<file path="config.mk">
export PLATFORM = sky130hd
export DESIGN_NAME = gb_frame_capture_flat
export DESIGN_NICKNAME = d
export VERILOG_FILES = /design/src/rtl/gb_frame_capture_if.sv /design/src/rtl/gb_frame_capture.sv /design/src/flat_wrapper.sv
export SDC_FILE = /design/constraint.sdc
export NUM_CORES = 1
export LEC_CHECK = 0
export CAP_MARGIN = 0
export CORE_ASPECT_RATIO = 1.2
export CORE_UTILIZATION = 45
export DETAILED_ROUTE_END_ITERATION = 12
export PLACE_DENSITY = 0.76
export SLEW_MARGIN = 20
export SYNTH_ARGS = -nofsm -noshare
export SYNTH_HDL_FRONTEND = slang
export SYNTH_SLANG_ARGS = --single-unit
</file>
<file path="constraint.sdc">
create_clock -name tclk -period 3.5 [get_ports tclk]
set_input_delay 0.7 -clock tclk [delete_from_list [all_inputs] [get_ports tclk]]
set_output_delay 0.7 -clock tclk [all_outputs]
set_load 0.005 [all_outputs]
</file>
<file path="src/rtl/gb_frame_capture_if.sv">
// PPU pixel stream in, framebuffer write port out.
// The capture block is the slave. The PPU/RAM side is the master.
`timescale 1ns/1ps
interface gb_frame_capture_if #(
  parameter int ADDR_W = 14
);
  logic              ppu_vs;
  logic              ppu_hs;
  logic              ppu_de;
  logic [1:0]        ppu_color;
  logic              wr_en;
  logic [ADDR_W-1:0] wr_addr;
  logic [7:0]        wr_data;

  modport master (
    output ppu_vs, ppu_hs, ppu_de, ppu_color,
    input  wr_en, wr_addr, wr_data
  );

  modport slave (
    input  ppu_vs, ppu_hs, ppu_de, ppu_color,
    output wr_en, wr_addr, wr_data
  );
endinterface

</file>
<file path="src/rtl/gb_frame_capture.sv">
// Captures the PPU pixel stream, packs four 2-bpp pixels per byte, and writes them into the
// back half of a double-buffered framebuffer. Buffers swap after each well-formed frame.
`timescale 1ns/1ps
module gb_frame_capture #(
  parameter int H_PIX  = 160,
  parameter int V_PIX  = 144,
  parameter int ADDR_W = 14
) (
  input  logic               tclk,
  input  logic               nrst,
  gb_frame_capture_if.slave  bus,
  output logic               front_buf,
  output logic               frame_toggle,
  output logic               sync_err
);

  localparam int XW  = $clog2(H_PIX + 1);
  localparam int YW  = $clog2(V_PIX + 1);
  localparam int BPL = H_PIX / 4;
  localparam logic [XW-1:0]     X_END     = XW'(H_PIX);
  localparam logic [YW-1:0]     Y_END     = YW'(V_PIX);
  localparam logic [ADDR_W-1:0] BPL_A     = ADDR_W'(BPL);
  localparam logic [ADDR_W-1:0] BUF_BYTES = ADDR_W'(BPL * V_PIX);

  typedef enum logic {SYNC, ACTIVE} state_t;

  state_t            state_q, state_d;
  logic              vs_q, hs_q, de_q, vsPrev_q, hsPrev_q;
  logic [1:0]        color_q;
  logic [XW-1:0]     x_q, x_d;
  logic [YW-1:0]     y_q, y_d;
  logic [7:0]        pack_q, pack_d;
  logic              syncErr_d, front_d, toggle_d, wrEn_d;
  logic [ADDR_W-1:0] wrAddr_d, byteAddr, lineOff, bufBase;
  logic [7:0]        wrData_d;
  logic              vsRise, hsRise;

  assign vsRise = vs_q & ~vsPrev_q;
  assign hsRise = hs_q & ~hsPrev_q;

  // The multiply by the constant BPL reduces to shift-add; for BPL=40 that is y*32 + y*8.
  assign lineOff  = ADDR_W'(y_q) * BPL_A;
  assign bufBase  = front_buf ? '0 : BUF_BYTES;
  assign byteAddr = bufBase + lineOff + ADDR_W'(x_q >> 2);

  // Same-cycle events resolve in the order pixel, then hsync, then vsync.
  always_comb begin
    state_d   = state_q;
    x_d       = x_q;
    y_d       = y_q;
    pack_d    = pack_q;
    syncErr_d = sync_err;
    front_d   = front_buf;
    toggle_d  = frame_toggle;
    wrEn_d    = 1'b0;
    wrAddr_d  = bus.wr_addr;
    wrData_d  = bus.wr_data;
    case (state_q)
      SYNC: begin
        if (vsRise) begin
          state_d = ACTIVE;
          x_d     = '0;
          y_d     = '0;
        end
      end
      ACTIVE: begin
        if (de_q) begin
          if (x_q < X_END && y_q < Y_END) begin
            pack_d[{x_q[1:0], 1'b0} +: 2] = color_q;
            if (x_q[1:0] == 2'd3) begin
              wrEn_d   = 1'b1;
              wrAddr_d = byteAddr;
              wrData_d = pack_d;
            end
            x_d = x_q + XW'(1);
          end else begin
            syncErr_d = 1'b1;
          end
        end
        if (hsRise) begin
          if (x_d != X_END) syncErr_d = 1'b1;
          x_d    = '0;
          if (y_d != Y_END) y_d = y_d + YW'(1);
          pack_d = '0;
        end
        if (vsRise) begin
          if (y_d == Y_END && x_d == '0) begin
            front_d  = ~front_buf;
            toggle_d = ~frame_toggle;
          end else begin
            syncErr_d = 1'b1;
          end
          x_d = '0;
          y_d = '0;
        end
      end
      default: state_d = SYNC;
    endcase
  end

  always_ff @(posedge tclk) begin
    if (!nrst) begin
      state_q      <= SYNC;
      vs_q         <= 1'b0;
      hs_q         <= 1'b0;
      de_q         <= 1'b0;
      color_q      <= '0;
      vsPrev_q     <= 1'b0;
      hsPrev_q     <= 1'b0;
      x_q          <= '0;
      y_q          <= '0;
      pack_q       <= '0;
      sync_err     <= 1'b0;
      front_buf    <= 1'b0;
      frame_toggle <= 1'b0;
      bus.wr_en    <= 1'b0;
      bus.wr_addr  <= '0;
      bus.wr_data  <= '0;
    end else begin
      state_q      <= state_d;
      vs_q         <= bus.ppu_vs;
      hs_q         <= bus.ppu_hs;
      de_q         <= bus.ppu_de;
      color_q      <= bus.ppu_color;
      vsPrev_q     <= vs_q;
      hsPrev_q     <= hs_q;
      x_q          <= x_d;
      y_q          <= y_d;
      pack_q       <= pack_d;
      sync_err     <= syncErr_d;
      front_buf    <= front_d;
      frame_toggle <= toggle_d;
      bus.wr_en    <= wrEn_d;
      bus.wr_addr  <= wrAddr_d;
      bus.wr_data  <= wrData_d;
    end
  end

endmodule
</file>
<file path="src/flat_wrapper.sv">
// flat-port wrapper written by rule: the top's interface ports become plain ports
module gb_frame_capture_flat 
#(
  parameter int H_PIX  = 160,
  parameter int V_PIX  = 144,
  parameter int ADDR_W = 14
)
  (tclk, nrst, front_buf, frame_toggle, sync_err, bus_ppu_vs, bus_ppu_hs, bus_ppu_de, bus_ppu_color, bus_wr_en, bus_wr_addr, bus_wr_data);
  gb_frame_capture_if #(.ADDR_W(ADDR_W)) bus_i ();
  input  logic tclk;
  input  logic nrst;
  output logic front_buf;
  output logic frame_toggle;
  output logic sync_err;
  input wire logic [$bits(bus_i.ppu_vs)-1:0] bus_ppu_vs;
  input wire logic [$bits(bus_i.ppu_hs)-1:0] bus_ppu_hs;
  input wire logic [$bits(bus_i.ppu_de)-1:0] bus_ppu_de;
  input wire logic [$bits(bus_i.ppu_color)-1:0] bus_ppu_color;
  output wire logic [$bits(bus_i.wr_en)-1:0] bus_wr_en;
  output wire logic [$bits(bus_i.wr_addr)-1:0] bus_wr_addr;
  output wire logic [$bits(bus_i.wr_data)-1:0] bus_wr_data;
  assign bus_i.ppu_vs = bus_ppu_vs;
  assign bus_i.ppu_hs = bus_ppu_hs;
  assign bus_i.ppu_de = bus_ppu_de;
  assign bus_i.ppu_color = bus_ppu_color;
  assign bus_wr_en = bus_i.wr_en;
  assign bus_wr_addr = bus_i.wr_addr;
  assign bus_wr_data = bus_i.wr_data;
  gb_frame_capture #(.H_PIX(H_PIX), .V_PIX(V_PIX), .ADDR_W(ADDR_W)) u_core (.tclk(tclk), .nrst(nrst), .bus(bus_i), .front_buf(front_buf), .frame_toggle(frame_toggle), .sync_err(sync_err));
endmodule
</file>
Word level (Yosys, flattened, before mapping)
Cells that the tools add are included.

operators by class
  order comparisons = 2
  add/subtract/negate cells = 5
  multiply operators = 1
  multiplexer cells = 27
  bitwise gates (word level) = 7
  shift operators = 2
  reductions and logical operators = 9
  equal/unequal tests = 5

operators with widths
  cell                   count
  $mux 8                 14
  $pmux 8 s2             2
  $add 8x1->8 const B    2
  $lt 8x8->1 const B     2
  $ne 8x8->1 const B     2
  $add 14x14->14         1
  $add 14x6->14          1
  $mux 13                1
  $mul 8x3->11 const B   1
  $mux 1                 9
  $bwmux 8               1
  $eq 8x8->1 const B     1
  $logic_not 8->1        1
  $reduce_and 4->1       2
  $shift 2x5->8 const A  1
  $shiftx 2x5->8         1
  $reduce_and 3->1       2
  $neg 3->5              1
  $not 1->1              5
  $reduce_bool 2->1      2
  $and 1x1->1            2
  $eq 2x2->1 const B     1
  $logic_and 1x1->1      2
  $ne 2x1->1 const B     1

word-level totals
  output and inout bits = 26
  bits of input ports = 7
  register bits = 58
  logic and storage cells = 74

Depth between registers and ports, before layout
  word-level depth = 11
  gate-level depth with buffers = 13
  gate-level depth less buffers = 13

Least setup slack after synthesis
OpenSTA, ideal clock, no wires.

  kind = register to register
  start point = register u_core.y_q[3]
  end point = register u_core.bus.wr_addr[13]
  arrival time = 2.716 ns
  clock period less this slack = 2.847 ns
  cell stages (with the launch flop) = 14
  path slack = 0.653 ns
  data required time = 3.369 ns
  path buffers = 0
  setup time = 0.131 ns
  cell sequence = dfxtp_1 -> ha_1 -> ha_1 -> fa_1 -> a21oi_1 -> nor2_1 -> nor2_1 -> xnor2_1 -> ha_1 -> a21o_1 -> o21bai_1 -> and3_1 -> nand3_1 -> o211ai_1

between the ends
  cells in the longest elaborated chain, start to end = 3
  elaborated cells on any way between the ends = 6
  those cells by class = add/sub (2); mul (1); order compare (1); reduce/logical (2)

ends and longest elaborated chain
  element                                              line                                            text
  from (decl)                                          gb_frame_capture.sv:31                          logic [YW-1:0] y_q, y_d;
  from (signal assigned)                               gb_frame_capture.sv:128                         y_q <= y_d;
  $mul 8x3->11 or $lt 8x8->1 (tied branches)           gb_frame_capture.sv:42, gb_frame_capture.sv:68
  $add 14x14->14 or $logic_and 1x1->1 (tied branches)  gb_frame_capture.sv:44, gb_frame_capture.sv:68
  $add 14x6->14 or $reduce_and 4->1 (tied branches)    -
  to (signal assigned)                                 gb_frame_capture.sv:134                         bus.wr_addr <= wrAddr_d;
  to (decl)                                            gb_frame_capture_if.sv:22                       output wr_en, wr_addr, wr_data

Several ways; a longest one is shown, not always the timed one.
A chain may end at the register's enable or synchronous reset.

Worst setup path in the final report
Same ends and word-level chain as after synthesis.

==> results.toml <==
[run_status]
status = "finished clean"

[power]
p_int_w = 0.001104
power.density_nw_per_um2 = 360.0
clockPowerShare_pct = 48.3
power_frac_comb_pct = 4.4
ir_drop_uv = 230.1
p_sw_w = 0.0003257
leakage_nw = 1.481
seqPwrFrac_pct = 47.3
p_sw_share_pct = 22.78

[grt]
grt.overflow.total = 0
grt_pass1_vias = 2931
grt_max_degree = 37
grt_usage_pct = 21.75
grt_pass1_wl_um = 13520
grt_antenna_before_repair = 0

[detailed_routing]
wire_per_inst_um = 14.75
met1_length_um = 3476
met2_length_um = 3929
vias = 3110
drtIter0Drc = 179
met3_wirelength_um = 297
highest_layer = "met4"
viasPerCell = 5.824
dr.pass1.iters = 5
drc = 0
drtAntennaViolNets = 0
routed_wl_um = 7876

[clock_network]
clockBufferDepth = 2
post_cts_buffers = 0
numClockSinks = 58
cts_root_buf = "clkbuf_8"
ctsResizeCount = 0
clk_pin_slew_ns = 0.07
cts_made_buffers = 9
cts_tree = "built"
cts_hold_buf = 0
h-tree-depth = 3
clkLatencyLatePin_ns = 0.34

[placement]
pre_cts_slack_ns = 0.4194
gp_congestion = 0.8439
portBuffers = 32
dp_cells = 519
hpwl_um = 5614

[timing]
fin_ws_ns = 0.4092
hold_viol = 0
period_minus_slack_ns = 3.091
slew_headroom_pct = 54.28
slew_viol_final = 0
rsz0062_at_grt = "no"
fmax_mhz = 323.5
fin_setup_tns_ns = 0
timing.final.crit_share_pct = 88.31
fin_skew_ns = 0.008632
worst_pin_slew_ns = 0.6837
setup_viol = 0

[synthesis]
ys_types = 55
synth-edff-count = 0
async_flop_share_pct = 0
yosys_warnings = 0
synth_cells = 416
seq_area_frac_synth_pct = 33.96
syn-num-nets = 452
syn-cell-area_um2 = 3420
synth.avg_cell_area_um2 = 8.220
ys_ff_latch = 58
synth_ff_type = "dfxtp_1"

[finish]
finalNonFillerCells = 534
fin_nets = 476
multi_input_area_um2 = 2087
insertedDiodeCount = 0
area_growth_pct = 16.17
final.fill_count = 713
drive_gt1_share_pct = 6.532
register_area_um2 = 1161

[critical_path]
critPathCaptureType = "flip-flop"
rrSetupSlack_ns = 0.41
cp-start-kind = "flip-flop"
cp_slowest_cell = "dfxtp_1"
critPathKind = "flip-flop to flip-flop"
cp.required_ns = 3.72
crit_chain = "ha_1, ha_1, fa_1, a21oi_1, nor2_1, nor2_1, xnor2_1, ha_1, a21o_1, o21bai_1, and3_1, nand3_1, o211ai_1"
arrival_ns = 3.31
slowest_delay_ns = 0.49
cp_top_family = "adder cells"
cp_common_cell = "ha_1"
crit_buf_inv = 0
path_max_fanout = 9

[floorplan]
rows = 34
die_height_um = 97.49
fp.dieW_um = 81.58
io_pins = 33
core_um2 = 7317
start_util_pct = 46.73
dieArea_um2 = 7953

[flow_run]
maxCapViolCount = 0

[hold_path]
min_path_type = "flip-flop to flip-flop"
-- metal layers --
metal  global-route usage (%)  vias up
met3                    3.380       16
met4                    10.39        0
met1                    25.74     1459
met2                    37.24       88
li1                         -     1547
met5                        0        -
-- synthesized netlist by cell type, drive strengths merged (4+ instances only) --
library cell | n | area (um^2)
a211oi | 12 | 90.09
a21o | 5 | 37.54
a21oi | 36 | 180.2
a31oi | 11 | 68.82
a41oi | 5 | 43.79
and2 | 9 | 56.30
and3 | 6 | 38.79
buf | 11 | 80.08
clkbuf | 11 | 41.29
dfxtp | 58 | 1161
ha | 27 | 337.8
inv | 12 | 45.04
nand2 | 34 | 127.6
nand2b | 5 | 31.28
nand3 | 14 | 70.07
nand4 | 5 | 37.53
nor2 | 46 | 172.7
nor2b | 13 | 81.33
nor3 | 15 | 86.34
nor4 | 4 | 25.02
o21ai | 17 | 85.08
o31ai | 4 | 30.03
or4 | 5 | 41.29
xnor2 | 10 | 87.58
xor2 | 8 | 70.07
-- final cells by class --
class	instances	share of cell area (%)
Multi-Input combinational cell	323	52.54
Inverter	12	1.134
Sequential cell	58	29.23
Clock buffer	10	3.465
Clock inverter	5	1.984
Tap cell	90	2.835
Timing Repair Buffer	36	8.819
-- stage by stage --
step | instance area [um^2] | total power [W] | utilization, % | hold WS [ns]
final | 3973 | 0.001430 | 54.29 | 0.4605
after global routing | 3973 | 0.001476 | 54.29 | 0.4873
after CTS | 3969 | 0.001441 | 54.24 | 0.4649
after detailed placement | 3752 | 0.0007530 | 51.28 | 0.4554
after global placement | 3752 | 0.0007523 | 51.28 | 0.4488
after floorplan | 3420 | 0.0007324 | - | 0.4457
-- cell families (layout without fill, tap and decap cells) --
| group | Yosys count | after routing | synth area share, % |
|---|---|---|---|
| AO/OA/AOI/OAI | 110 | 110 | 20.56 |
| AND/OR/NAND/NOR | 166 | 166 | 24.70 |
| buffers and inverters | 35 | 63 | 5.123 |
| XOR/XNOR | 18 | 18 | 4.610 |
| adder cells (fa/ha/maj) | 29 | 29 | 11.05 |
| flip-flops | 58 | 58 | 33.96 |
-- layout by cell type (no fill, tap or decap), types with 10 or more instances in the layout --
cell,instances
a31oi_1,11
o21ai_0,11
nand2_1,34
nor2b_1,13
a211oi_1,12
clkdlybuf4s50_1,32
clkbuf_8,10
a21oi_1,36
dfxtp_1,58
nor2_1,46
nor3_1,14
nand3_1,14
inv_1,11
xnor2_1,10
ha_1,27
-- worst paths after layout --
| path | depth (start not counted) | startpoint | endpoint |
|---|---|---|---|
| setup / recovery | 13 | u_core.y_q[3]$_SDFFE_PN0P_ | u_core.bus.wr_addr[13]$_SDFFE_PN0P_ |
| hold / removal | 2 | u_core.bus.wr_addr[11]$_SDFFE_PN0P_ | u_core.bus.wr_addr[11]$_SDFFE_PN0P_ |
| setup reg to reg | 13 | u_core.y_q[3]$_SDFFE_PN0P_ | u_core.bus.wr_addr[13]$_SDFFE_PN0P_ |
| hold reg to reg | 2 | u_core.bus.wr_addr[11]$_SDFFE_PN0P_ | u_core.bus.wr_addr[11]$_SDFFE_PN0P_ |
-- registers in the layout (all words and copies together) (netlist names) --
register	flops
u_core.color_q	2
u_core.state_q	1
u_core.bus.wr_addr	14
u_core.de_q	1
u_core.hs_q	1
u_core.x_q	8
u_core.bus.wr_en	1
u_core.frame_toggle	1
u_core.bus.wr_data	8
u_core.sync_err	1
u_core.vs_q	1
u_core.front_buf	1
u_core.y_q	8
u_core.hsPrev_q	1
u_core.vsPrev_q	1
u_core.pack_q	8
-- power by group through the flow --
stage / Combinational (W) / Sequential [W] / Clock [W]
2_1_floorplan: 0.0000469 / 0.000685 / 0
3_3_place_gp: 0.0000617 / 0.000691 / 0
3_5_place_dp: 0.0000623 / 0.000691 / 0
4_1_cts: 0.0000627 / 0.000676 / 0.000703
5_1_grt: 0.0000698 / 0.000677 / 0.000730
6_report: 0.0000632 / 0.000676 / 0.000691
-- tightest hold or removal path, delay by kind of cell (launching register included) --
family           cells  cell delay (ns)
AO/OA/AOI/OAI        1             0.05
flip-flops           1             0.31
AND/OR/NAND/NOR      1             0.06
No activity file was read; power rests on OpenSTA's default activity.
==> patch 1 (config.mk and constraints unchanged) <==
Register the output `sync_err` once more, cleared by the reset; this adds one clock of latency there. The other outputs are not delayed to match.
--- a/src/rtl/gb_frame_capture.sv
+++ b/src/rtl/gb_frame_capture.sv
@@ -26,2 +26,4 @@
 
+  logic sync_err_s0;
+
   state_t            state_q, state_d;
@@ -51,3 +53,3 @@
     pack_d    = pack_q;
-    syncErr_d = sync_err;
+    syncErr_d = sync_err_s0;
     front_d   = front_buf;
@@ -112,3 +114,3 @@
       pack_q       <= '0;
-      sync_err     <= 1'b0;
+      sync_err_s0  <= 1'b0;
       front_buf    <= 1'b0;
@@ -129,3 +131,3 @@
       pack_q       <= pack_d;
-      sync_err     <= syncErr_d;
+      sync_err_s0  <= syncErr_d;
       front_buf    <= front_d;
@@ -138,2 +140,10 @@
 
+  always_ff @(posedge tclk) begin
+    if (!nrst) begin
+      sync_err <= '0;
+    end else begin
+      sync_err <= sync_err_s0;
+    end
+  end
+
 endmodule
Check against the original RTL: not equivalent (Yosys sat finds a counterexample within 4 cycles, from zero or initial values and one cycle with nrst low).
==> patch 1 against the unedited design <==
Wire length is 0.99% lower. Total power shrank 0.61%. First-iteration DRC count decreased by 57%. Largest power group is now sequential cells. Design area up 3.6%. Area after synthesis is 3.3% higher. Sequential cell count up 1. Worst setup slack got worse by 0.086 ns.
==> patch 1: results (changes against the unedited design) <==
Synth
  • Most instantiated cells after synthesis: 59 x dfxtp_1, 34 x nand2_1, 31 x nor2b_1 (was 58 x dfxtp_1, 46 x nor2_1, 36 x a21oi_1)

Routing
  • TritonRoute pass-1 iters: 4 (was 5)
  • Via density: 5.83 (was 5.82)
  • Met2 wire len: 4010 µm (was 3930 µm)
  • Met3 routed WL: 280 µm (was 297 µm)
  • Met1 wire length: 3340 µm (was 3480 µm)

Power
  • Clock group share of total power: 0.473 (was 0.483)
  • Static Leak: 1.68 nW (was 1.48 nW)
  • Worst ir drop on vdd: 0.265 mV (was 0.230 mV)

STA
  • Clk_skew: 0.00979 ns (was 0.00863 ns)
  • Worst slew pin tran: 0.977 ns (was 0.684 ns)

Global routing
  • GR Layer Usage met1: 0.216 (was 0.257)
  • First-pass GRT wire length: 12900 µm (was 13500 µm)
  • Largest net degree at the start of global routing: 40 (was 37)
  • Overall Global Routing Usage: 0.195 (was 0.217)
  • Vias in the first global route: 2856 (was 2931)
  • Met2 usage: 0.344 (was 0.372)
  • Met3 Usage GRT: 0.0519 (was 0.0338)

Critical path
  • Crit path max fanout: 7 (was 9)
  • Largest delay share family, worst path: compound AO/OA/AOI/OAI gates (was adder cells)
  • CP Data Arrival Time: 3.45 ns (was 3.31 ns)
  • CP peak stage delay: 0.44 ns (was 0.49 ns)

Finish
  • Share of cells above drive strength 1: 0.0711 (was 0.0653)
  • Fillers: 737 (was 713)

Placed design
  • GPL Wtd Cong: 0.857 (was 0.844)
  • Pre-CTS worst setup slack: 0.346 ns (was 0.419 ns)

Status
  • Status: finished, final reports clean (unchanged)
## patch 1: path summary, 6_finish.rpt
kind,depth (start not counted),startpoint,endpoint,slack [ns]
hold / removal,2,u_core.frame_toggle,u_core.frame_toggle,0.47
setup / recovery,11,u_core.y_q[1],u_core.bus.wr_addr[13],0.32
hold reg to reg,2,u_core.frame_toggle,u_core.frame_toggle,0.47
setup reg to reg,11,u_core.y_q[1],u_core.bus.wr_addr[13],0.32
## patch 1: through the flow
stage	power [W]	cells	hold slack, ns
after floorplan	0.000743	408	0.446
after global placement	0.000763	512	0.457
after detailed placement	0.000764	512	0.466
after CTS	0.00143	528	0.479
after global routing	0.00147	528	0.491
final	0.00142	528	0.470
## patch 1: kinds of logic (layout without fill, tap and decap cells)
group	Yosys count	after routing	synth area share
compound gates	100	100	0.204
xor+xnor	21	21	0.0521
fa+ha+maj	29	29	0.107
buf+inv	38	66	0.0453
flops	59	59	0.334
mux	8	8	0.0227
simple gates	153	153	0.235
## patch 1: worst register-to-register path, cell delays in order, from the launching register on
cell	delay (ns)
dfxtp_1	0.44
ha_1	0.28
ha_1	0.23
fa_1	0.41
a21o_1	0.18
a21oi_1	0.23
xnor2_1	0.15
ha_1	0.29
a21oi_1	0.21
o21ai_0	0.21
a311o_1	0.39
o2111ai_1	0.08
## patch 1: cell type report
type / count / area [µm²] / share of cell area
Sequential cell: 59 / 1180 / 0.287
Multi-Input combinational cell: 311 / 2200 / 0.534
Clock inverter: 5 / 77.6 / 0.0189
Clock buffer: 11 / 131 / 0.0319
Tap cell: 92 / 115 / 0.0280
Timing Repair Buffer: 38 / 365 / 0.0888
Inverter: 12 / 45.0 / 0.0109
==> patch 2 (same flow settings) <==
Without the edit above. `ADDR_W` is set to 14 in 3 places; all go to 13.
--- a/src/rtl/gb_frame_capture_if.sv
+++ b/src/rtl/gb_frame_capture_if.sv
@@ -4,3 +4,3 @@
 interface gb_frame_capture_if #(
-  parameter int ADDR_W = 14
+  parameter int ADDR_W = 13
 );
--- a/src/rtl/gb_frame_capture.sv
+++ b/src/rtl/gb_frame_capture.sv
@@ -6,3 +6,3 @@
   parameter int V_PIX  = 144,
-  parameter int ADDR_W = 14
+  parameter int ADDR_W = 13
 ) (
--- a/src/flat_wrapper.sv
+++ b/src/flat_wrapper.sv
@@ -5,3 +5,3 @@
   parameter int V_PIX  = 144,
-  parameter int ADDR_W = 14
+  parameter int ADDR_W = 13
 )
Ports: changed (resized bus_wr_addr); port bits go from 33 to 32. The function was not compared with the original's and may differ.
==> patch 2 against the unedited design <==
Worst setup slack lost 0.057 ns. Sequential cell count shrank 1. Total power grew 11%. Design area grew 4.9%. Wire length is essentially flat. First-iteration DRC count grew 18%. Area after synthesis grew 4.5%.
==> patch 2: results (changes against the unedited design) <==
Critical path
  • R2r startpoint: u_core.y_q[1] (was u_core.y_q[3])
  • Worst R2R End: u_core.bus.wr_addr[12] (was u_core.bus.wr_addr[13])
  • CP peak stage delay: 0.47 ns (was 0.49 ns)
  • Crit path max fanout: 8 (was 9)
  • CP Data Arrival Time: 3.42 ns (was 3.31 ns)
  • Cells on worst reg2reg path: 11 (was 13)

Routing
  • Via density: 5.81 (was 5.82)
  • Via Count: 3132 (was 3110)
  • TritonRoute pass-1 iters: 4 (was 5)
  • Starting DRC count in detailed routing: 212 (was 179)
  • Wirelength, routed: 7880 µm (about the same)

Worst hold path
  • Hold wc startpoint: u_core.bus.wr_addr[3] (was u_core.bus.wr_addr[11])
  • Worst Hold Path EP: u_core.bus.wr_addr[3] (was u_core.bus.wr_addr[11])

Synth
  • Number of library cell types mapped by synthesis: 65 (was 55)
  • Sequential share of the synthesized area: 0.319 (was 0.340)
  • Most instantiated cells after synthesis: 57 x dfxtp_1, 47 x nand2_1, 26 x ha_1 (was 58 x dfxtp_1, 46 x nor2_1, 36 x a21oi_1)
  • Average size of a mapped cell: 8.51 µm² (was 8.22 µm²)
  • Post-Syn Nets: 455 (was 452)

Global routing
  • First-pass GRT wire length: 13500 µm (about the same)
  • Largest net degree at the start of global routing: 34 (was 37)
  • Overall Global Routing Usage: 0.200 (was 0.217)

Placed design
  • GPL Wtd Cong: 0.856 (was 0.844)
  • Pre-CTS worst setup slack: 0.374 ns (was 0.419 ns)
  • Dpl hpwl: 5710 µm (was 5610 µm)
  • Placed Cells: 523 (was 519)
  • Placed Area: 3890 µm² (was 3750 µm²)

Power
  • P_sw: 0.000322 W (was 0.000326 W)
  • Static Leak: 1.74 nW (was 1.48 nW)
  • Flop pwr share: 0.417 (was 0.473)
  • P_comb: 0.0000701 W (was 0.0000632 W)
  • Worst ir drop on vdd: 0.248 mV (was 0.230 mV)

Finish
  • Max reg flops: 13 (was 14)
  • Share of cells above drive strength 1: 0.0694 (was 0.0653)
  • Final net count: 477 (was 476)

STA
  • PnR worst setup slack: 0.352 ns (was 0.409 ns)
  • Worst slew pin tran: 0.955 ns (was 0.684 ns)
  • Clk_skew: 0.00877 ns (was 0.00863 ns)
  • Min Hold Slack: 0.453 ns (was 0.460 ns)

Status
  • Status: finished, final reports clean (unchanged)
## patch 2: cells by family (layout without fill, tap and decap cells)
| group | Yosys count | after routing | synth area share |
|---|---|---|---|
| buf+inv | 42 | 69 | 0.0616 |
| xor+xnor | 17 | 17 | 0.0417 |
| simple gates | 162 | 162 | 0.234 |
| fa+ha+maj | 28 | 28 | 0.102 |
| compound gates | 110 | 110 | 0.230 |
| flops | 57 | 57 | 0.319 |
| mux | 4 | 4 | 0.0112 |
## patch 2: layer usage
layer | GRT usage | share of wire
met1 | 0.227 | 0.43
met4 | 0.0663 | 0.013
met2 | 0.357 | 0.50
met5 | 0 | 0
met3 | 0.0622 | 0.056
## patch 2: final cells by class
type | count | area, µm²
clock buffer | 11 | 151
timing repair buffer | 37 | 355
tap | 92 | 115
multi-input combinational | 321 | 2220
clock inverter | 5 | 125
fill | 685 | 3500
sequential | 57 | 1140
inverter | 16 | 60.1
